## config.mk

```make
export PLATFORM = sky130hd
export DESIGN_NAME = bias_relu_requant_stage
export DESIGN_NICKNAME = d
export VERILOG_FILES = /design/src/rtl/bias_relu_requant_stage.sv
export SDC_FILE = /design/constraint.sdc
export NUM_CORES = 1
export LEC_CHECK = 0
export CORE_AREA = 2 2 507 509
export CTS_CLUSTER_DIAMETER = 30
export DETAILED_ROUTE_END_ITERATION = 8
export DIE_AREA = 0 0 509 511
export SETUP_SLACK_MARGIN = 0.3
export SLEW_MARGIN = 20
export SYNTH_ARGS = -nofsm -noshare
export SYNTH_HDL_FRONTEND = slang
export SYNTH_SLANG_ARGS = --single-unit
```

## constraint.sdc

```tcl
create_clock -name clk -period 4.2 [get_ports clk]
set_input_delay 0.84 -clock clk [delete_from_list [all_inputs] [get_ports clk]]
set_output_delay 0.84 -clock clk [all_outputs]
set_load 0.03 [all_outputs]
```

## src/rtl/bias_relu_requant_stage.sv

```systemverilog
// Per-lane bias add, ReLU and rounded requantisation behind the adder tree.
// Two register stages with valid/ready backpressure and a bias-group walker.
module bias_relu_requant_stage #(
    parameter int N_adder_tree = 16,
    parameter int NUM_GROUPS   = 3,
    parameter int ACC_W        = 18,
    parameter int SHIFT        = 8,
    parameter int OUT_W        = 8,
    localparam int GW          = (NUM_GROUPS > 1) ? $clog2(NUM_GROUPS) : 1
) (
    input  logic                                   clk,
    input  logic                                   rst_n,
    input  logic [NUM_GROUPS*N_adder_tree*ACC_W-1:0] bias_q,
    input  logic [N_adder_tree*ACC_W-1:0]          acc_in,
    input  logic                                   in_valid,
    output logic                                   in_ready,
    input  logic                                   group_clr,
    output logic [N_adder_tree*OUT_W-1:0]          out_data,
    output logic                                   out_valid,
    input  logic                                   out_ready,
    output logic                                   out_last,
    output logic [GW-1:0]                          group_idx
);

    localparam int              QW      = ACC_W + OUT_W + 2;
    localparam logic [GW-1:0]   LAST_G  = GW'(NUM_GROUPS - 1);
    localparam logic [QW-1:0]   HALF    = (SHIFT > 0) ? (QW'(1) << ((SHIFT > 0) ? SHIFT - 1 : 0)) : '0;
    localparam logic [QW-1:0]   OUT_MAX = (QW'(1) << OUT_W) - QW'(1);

    logic                en;
    logic                accept;
    logic [GW-1:0]       grp_used;
    logic                grp_is_last;
    logic                s1_valid;
    logic                s1_last;
    logic [ACC_W-1:0]    s1_r  [N_adder_tree];
    logic [ACC_W-1:0]    r_nxt [N_adder_tree];
    logic [OUT_W-1:0]    q_nxt [N_adder_tree];

    // The widened sum cannot overflow; a set sign bit means ReLU clamps to zero.
    function automatic logic [ACC_W-1:0] bias_relu(input logic [ACC_W-1:0] a,
                                                  input logic [ACC_W-1:0] b);
        logic [ACC_W:0] sum;
        sum = {a[ACC_W-1], a} + {b[ACC_W-1], b};
        return sum[ACC_W] ? '0 : sum[ACC_W-1:0];
    endfunction

    function automatic logic [OUT_W-1:0] requant(input logic [ACC_W-1:0] r);
        logic [QW-1:0] q;
        q = (QW'(r) + HALF) >> SHIFT;
        return (q > OUT_MAX) ? OUT_MAX[OUT_W-1:0] : q[OUT_W-1:0];
    endfunction

    assign en          = ~out_valid | out_ready;
    assign in_ready    = en;
    assign accept      = in_valid & en;
    assign grp_used    = group_clr ? '0 : group_idx;
    assign grp_is_last = (grp_used == LAST_G);

    always_comb begin
        for (int i = 0; i < N_adder_tree; i++) begin
            r_nxt[i] = bias_relu(acc_in[ACC_W*i +: ACC_W],
                                 bias_q[ACC_W*(int'(grp_used)*N_adder_tree + i) +: ACC_W]);
            q_nxt[i] = requant(s1_r[i]);
        end
    end

    always_ff @(posedge clk or negedge rst_n) begin
        if (!rst_n) begin
            s1_valid  <= 1'b0;
            s1_last   <= 1'b0;
            for (int i = 0; i < N_adder_tree; i++) s1_r[i] <= '0;
            out_valid <= 1'b0;
            out_last  <= 1'b0;
            out_data  <= '0;
        end else if (en) begin
            s1_valid <= accept;
            if (accept) begin
                s1_last <= grp_is_last;
                for (int i = 0; i < N_adder_tree; i++) s1_r[i] <= r_nxt[i];
            end
            out_valid <= s1_valid;
            if (s1_valid) begin
                out_last <= s1_last;
                for (int i = 0; i < N_adder_tree; i++) out_data[OUT_W*i +: OUT_W] <= q_nxt[i];
            end
        end
    end

    // group_clr restarts the walk even when no beat is accepted that cycle.
    always_ff @(posedge clk or negedge rst_n) begin
        if (!rst_n) begin
            group_idx <= '0;
        end else if (accept) begin
            group_idx <= grp_is_last ? '0 : grp_used + GW'(1);
        end else if (group_clr) begin
            group_idx <= '0;
        end
    end

endmodule
```

==> results of run 1 <==
-- kinds of logic (layout without fill, tap and decap cells) --
| logic type | after synthesis | in the layout | share of synthesized area [%] |
|---|---|---|---|
| DFF | 310 | 310 | 26.9 |
| and+or+nand+nor | 1111 | 1111 | 17.8 |
| adders and majority gates | 288 | 288 | 12.5 |
| xor gates and xnor gates | 248 | 248 | 7.53 |
| muxes | 21 | 21 | 0.741 |
| other | 0 | 83 | 0 |
| buffers and inverters | 230 | 1955 | 3.13 |
| AOI/OAI and AO/OA | 1330 | 1333 | 31.4 |
-- registers in the layout (all words and copies together) (netlist names) --
name / count
group_idx: 2
s1_last: 1
s1_valid: 1
out_data: 128
s1_r: 176
out_valid: 1
out_last: 1
-- layout by cell type (no fill, tap or decap), types with 17 or more instances in the layout --
cell type        count
xor2_1              80
nand2_1            459
xnor2_1            157
diode_2             83
a21oi_2             22
a22oi_1            217
clkbuf_16          105
nor2_1             229
nand3_1             79
o21ai_2             20
buf_12              37
nor3_1              33
mux2i_1             18
a22oi_2             55
a22o_1              69
a21oi_1            201
nor2b_1             24
buf_4              327
clkdlybuf4s50_1   1287
and4_1              19
nand2b_1            19
ha_1               272
o31ai_1             47
nand3b_1            17
clkbuf_8            24
o21ai_0            272
inv_1               47
buf_6               46
a21o_1             107
o21ai_1             59
and3_1             106
clkinv_2            17
dfrtp_1            308
-- critical path, delay by kind of cell (launching register included) --
kind / cells / cell delay, ns
DFF: 1 / 0.52
buffers and inverters: 8 / 1.27
muxes: 1 / 0.26
AOI/OAI and AO/OA: 7 / 1.38
adders and majority gates: 1 / 0.22
and+or+nand+nor: 2 / 0.10
-- path summary, 6_finish.rpt --
path	endpoint	startpoint
setup / recovery	s1_r[142]	group_idx[1]
hold / removal	s1_r[69]	rst_n
setup reg to reg	s1_r[142]	group_idx[1]
hold reg to reg	out_last	s1_last
max in group asynchronous	s1_r[103]	rst_n
min in group clk	out_last	s1_last
-- metal layers --
layer	share of wire, %	GRT usage [%]
met1	39	21.6
met2	47	31.6
met3	9.4	6.54
met4	5.1	8.52
met5	0.28	0
-- power breakdown --
| group | switching (mW) | total (mW) | internal [mW] |
|---|---|---|---|
| combinational | 7.30 | 13.0 | 5.75 |
| sequential | 1.10 | 5.29 | 4.19 |
| clock | 2.25 | 7.46 | 5.22 |
| total | 10.6 | 25.8 | 15.2 |
-- final cells by class --
class	count	area (µm²)	area share [%]
Sequential cell	310	7760	14.1
Clock buffer	123	2680	4.85
Clock inverter	42	646	1.17
Inverter	49	186	0.338
Tap cell	3384	4230	7.67
Antenna cell	83	208	0.376
Timing Repair Buffer	1741	17600	31.9
Multi-Input combinational cell	3001	21900	39.6
-- stage by stage --
step	instances	hold slack, ns
finish	8733	0.238
global route	8696	0.248
CTS	8575	0.199
detailed placement	8365	0.470
global placement	8365	0.461
floorplan	3538	0.439
-- repair_timing --
item                                    4_1_cts  5_1_grt
resized for setup                           166      285
endpoints found under the setup margin      146      163
pin swaps                                    64      142
hold endpoints to repair                      0        0
setup buffers                                35       61
cloned                                       10       14
hold buffers                                  0        0
==> flow_metrics.py, run 1 <==
metrics = {
    "setup_path": {
        "crit_chain": "inv_4, nor2_4, buf_12, buf_12, buf_4, a22oi_1, o21ai_0, buf_4, ha_1, a211oi_4, a31oi_4, buf_6, o41ai_4, buf_4, o31ai_2, buf_4, a21oi_4, nor3_2, mux2_2",
        "crit_required_ns": 4.78,
        "ff2ff_setup_slack_ns": 0.28,
        "critPathCaptureType": "register",
        "max_stage_delay_ns": 0.52,
        "cp-start-kind": "register",
        "crit_path_top_delay_cell": "dfrtp_4",
        "ff2ff_path_depth": 19,
        "cpMostUsedCell": "buf_4",
        "crit_arrival_ns": 4.50,
        "criticalPathCategory": "reg -> reg",
        "critical_path.max_fanout": 12,
    },
    "place": {
        "gp_congestion": 0.949,
        "placement.io_buffers": 1289,
        "hpwl_um": 219000,
        "placed_area_um2": 48300,
        "place_ws_ns": -0.804,
    },
    "synth": {
        "synth.distinct_cells": 85,
        "yosys-top-cells-count": "464 x nand2_1, 354 x o21ai_0, 310 x dfrtp_1",
        "synth_nets": 4983,
        "synth_top_area_cell": "dfrtp_1",
        "async_flop_share_pct": 100,
        "synth_seq_cells": 310,
        "yosysMostFrequentCell": "nand2_1",
        "ys_seq_area_share_pct": 26.9,
        "synth_edf_count": 0,
        "syn_avg_cell_area_um2": 8.16,
        "synth_top_flop_cell": "dfrtp_1",
        "yosys-top-cells-area": "dfrtp_1 27%, ha_1 12%, a22oi_1 7.1%",
        "synth_warnings": 0,
        "syn_area_um2": 28900,
        "synth.top_cell.area_share_pct": 26.9,
        "netlist_instances": 3538,
    },
    "timing": {
        "tightest_slew_ns": 0.998,
        "hold_viol_final": 0,
        "setup_viol": 0,
        "drv_slew": 0,
        "rsz0062_at_grt": "yes",
        "slew_headroom_pct": 32.8,
        "max_clock_freq_mhz": 255,
        "tns_ns": 0,
        "fin_ws_ns": 0.276,
        "timing.final.crit_share_pct": 93.4,
        "final.setup_skew_ns": 0.0450,
        "layout_min_cycle_time_ns": 3.92,
    },
    "detailed_routing": {
        "dr_total_vias": 36815,
        "wl_um": 262000,
        "via_per_inst": 4.22,
        "wl_per_cell_um": 30.0,
        "drt_iter0_drc": 2498,
        "route.detailed.drc": 0,
        "antenna_left": 0,
        "dr.pass1.iters": 6,
    },
    "finish": {
        "fillers": 27885,
        "utilization_pct": 21.6,
        "area_growth_pct": 91.3,
        "finalNetCount": 6638,
        "finish.instance_area_um2": 55200,
        "drive_gt1_share_pct": 17.4,
    },
    "floorplan": {
        "die_w_um": 509,
        "chipHeight_um": 511,
        "io_pins": 1290,
        "row_count": 186,
        "die_area_um2": 260000,
        "coreArea_um2": 255000,
        "start_util_pct": 11.3,
    },
    "power_and_ir_drop": {
        "leakagePower_nw": 22.6,
        "power.density_nw_per_um2": 467,
        "total_power_mw": 25.8,
        "irDropWorstVdd_uv": 280,
    },
    "clock_network": {
        "clock_path_buffers": 3,
        "clock_latency_ns": 0.70,
        "htree_num_levels": 3,
        "clk_pin_slew_ns": 0.04,
        "clock_sinks": 310,
        "cts_buffers": 90,
        "cts_tree": "yes",
        "root_buffer": "clkbuf_16",
    },
    "global_routing": {
        "first_global_vias": 36900,
        "grt_max_degree": 85,
        "track_usage_pct": 18.9,
        "antenna_found_initial": 203,
        "grt-ovfl-total": 0,
        "grt_first_pass_wirelength_um": 330000,
    },
    "hold_path": {
        "worstHoldPathType": "in -> async",
    },
    "run_status": {
        "status": "finished clean",
    },
    "run": {
        "timing.max_cap.violations": 0,
    },
}
Power figures use the tool's default switching activity.
==> run 2, diff against run 1 <==
--- a/config.mk
+++ b/config.mk
@@ -7,6 +7,9 @@
 export LEC_CHECK = 0
-export CORE_AREA = 2 2 507 509
+export CELL_PAD_IN_SITES_DETAIL_PLACEMENT = 1
+export CELL_PAD_IN_SITES_GLOBAL_PLACEMENT = 2
+export CORE_AREA = 2 2 509 511
 export CTS_CLUSTER_DIAMETER = 30
 export DETAILED_ROUTE_END_ITERATION = 8
-export DIE_AREA = 0 0 509 511
+export DIE_AREA = 0 0 511 513
+export PLACE_DENSITY_LB_ADDON = 0.1
 export SETUP_SLACK_MARGIN = 0.3
==> constraint.sdc (replaced) <==
create_clock -name clk -period 4.2 [get_ports clk]
set_input_delay 0.42 -clock clk [delete_from_list [all_inputs] [get_ports clk]]
set_output_delay 0.42 -clock clk [all_outputs]
set_load 0.03 [all_outputs]
==> flow_metrics.py, run 2 (synthesis results as in run 1) <==
metrics = {
    "floorplan": {
        "start_util_pct": 11.3,
        "die_w_um": 511,
        "coreArea_um2": 256000,
        "die_area_um2": 262000,
        "chipHeight_um": 513,
        "row_count": 186,
        "io_pins": 1290,
    },
    "detailed_routing": {
        "wl_per_cell_um": 26.9,
        "via_per_inst": 3.99,
        "wl_um": 237000,
        "drt_iter0_drc": 1430,
        "dr.pass1.iters": 5,
        "antenna_left": 0,
        "dr_total_vias": 35168,
        "route.detailed.drc": 0,
    },
    "timing": {
        "final.setup_skew_ns": 0.0768,
        "drv_slew": 0,
        "slew_headroom_pct": 40.1,
        "hold_viol_final": 0,
        "layout_min_cycle_time_ns": 3.85,
        "timing.final.crit_share_pct": 91.6,
        "fin_ws_ns": 0.354,
        "tightest_slew_ns": 0.898,
        "setup_viol": 0,
        "max_clock_freq_mhz": 260,
        "rsz0062_at_grt": "yes",
        "tns_ns": 0,
    },
    "clock_network": {
        "clock_latency_ns": 0.75,
        "cts_tree": "yes",
        "clk_pin_slew_ns": 0.04,
        "clock_sinks": 310,
        "root_buffer": "clkbuf_16",
        "cts_buffers": 120,
        "htree_num_levels": 3,
        "clock_path_buffers": 3,
    },
    "finish": {
        "finalNetCount": 6736,
        "area_growth_pct": 92.7,
        "final_cells": 8805,
        "largest_register_ffs": 176,
        "utilization_pct": 21.7,
        "top_register": "s1_r",
        "drive_gt1_share_pct": 17.8,
        "mostFrequentLayoutCells": "1287 x clkdlybuf4s50_1, 461 x nand2_1, 442 x buf_4, 308 x dfrtp_1, 275 x ha_1",
        "final_common_cell": "clkdlybuf4s50_1",
        "fillers": 29589,
        "largestRegisters": "s1_r: 176 flops, out_data: 128 flops, group_idx: 2 flops",
    },
    "place": {
        "place_ws_ns": -0.244,
        "gp_congestion": 0.808,
        "dpl.cell_count": 8475,
        "placement.io_buffers": 1289,
        "hpwl_um": 198000,
    },
    "power_and_ir_drop": {
        "power.density_nw_per_um2": 491,
        "irDropWorstVdd_uv": 329,
        "leakagePower_nw": 23.2,
        "total_power_mw": 27.3,
    },
    "global_routing": {
        "grt_max_degree": 83,
        "grt_first_pass_wirelength_um": 322000,
        "use_met3_pct": 4.34,
        "grt-ovfl-total": 0,
        "grtUsageMet2_pct": 33.0,
        "antenna_found_initial": 132,
        "track_usage_pct": 17.5,
        "grtUsageMet1_pct": 19.5,
        "first_global_vias": 38806,
        "busiest_layer": "met2",
    },
    "setup_path": {
        "crit_arrival_ns": 4.45,
        "critPathCaptureType": "register",
        "critical_path.max_fanout": 20,
        "r2r_start": "group_idx[1]",
        "reg2reg_to": "s1_r[247]",
        "crit_required_ns": 4.80,
        "cp-start-kind": "register",
        "criticalPathCategory": "reg -> reg",
        "ff2ff_setup_slack_ns": 0.35,
        "ff2ff_path_depth": 17,
    },
    "hold_path": {
        "whs_path_depth": 3,
        "worstHoldStart": "group_clr",
        "worstHoldPathType": "in -> reg",
        "hold_end": "group_idx[1]",
    },
    "run_status": {
        "status": "finished clean",
    },
    "run": {
        "timing.max_cap.violations": 0,
    },
}
==> run 2: cell types whose count changed in the layout (fill, tap and decap cells not counted), moves of 11 or more <==
cell / delta
o21ai_2: +12
nor2_1: +15
a22oi_2: -28
buf_6: -20
o21ai_0: -21
nor2_2: -11
clkbuf_1: +20
diode_2: -57
buf_4: +115
clkbuf_16: +16
clkbuf_8: +16
a22oi_1: +28
==> run 2: layout make-up <==
type	instances	area (µm²)	area share, %
multi-input combinational	3000	21400	38.4
timing repair buffer	1810	17600	31.7
clock buffer	186	3650	6.57
sequential	310	7760	14.0
antenna	26	65.1	0.117
inverter	49	184	0.331
tap	3384	4230	7.61
clock inverter	40	716	1.29
==> run 2: through the flow <==
stage                     cell area (µm²)  hold slack, ns
after floorplan                     28900           0.124
after global placement              49000           0.471
after detailed placement            49000           0.469
after CTS                           54300          0.0912
after global routing                55600           0.148
final                               55600           0.142
==> run 2: routing by layer <==
layer	up-vias	share of wire (%)
met1	16801	39
met2	1175	52
li1	16815	-
met3	329	6.0
met4	48	2.3
met5	-	0.13
==> run 2: how the worst max path moves through the flow <==
| stage | startpoint | end | slack (ns) | depth (start not counted) |
|---|---|---|---|---|
| final | group_idx[1] | s1_r[247] | 0.35 | 17 |
| after global routing | group_idx[1] | s1_r[247] | 0.13 | 17 |
| after CTS | group_idx[0] | s1_r[134] | 0.22 | 15 |
| after detailed placement | group_idx[1] | s1_r[247] | -0.24 | 17 |
| after floorplan | group_idx[1] | s1_r[229] | 0.30 | 17 |
| after global placement | group_idx[1] | s1_r[260] | -0.20 | 16 |
==> run 2: timing repair <==
item / CTS / global route
buffers inserted: 29 / 40
hold buffers: 1 / 0
endpoints found under the hold margin: 68 / 0
gates resized for setup: 145 / 219
endpoints found under the setup margin: 146 / 160
pin swaps: 43 / 106
cloned: 7 / 1
==> run 2: power breakdown <==
group / internal (mW) / total (mW) / switching, mW
Combinational: 5.69 / 12.6 / 6.95
Sequential: 4.19 / 5.24 / 1.04
Clock: 6.74 / 9.41 / 2.67
Total: 16.6 / 27.3 / 10.7
==> run 2: worst max-delay path, cell delays in order, from the launching register on <==
cell and delay [ns]:
dfrtp_4 0.51, nor2b_4 0.14, buf_12 0.17, buf_12 0.20
buf_6 0.22, a22oi_1 0.09, o21ai_1 0.13, buf_4 0.25
ha_1 0.28, nand3_1 0.16, a31oi_1 0.07, buf_4 0.15
o21a_4 0.22, buf_6 0.12, a211o_1 0.32, o31ai_2 0.25
xor2_1 0.10, o31ai_1 0.22
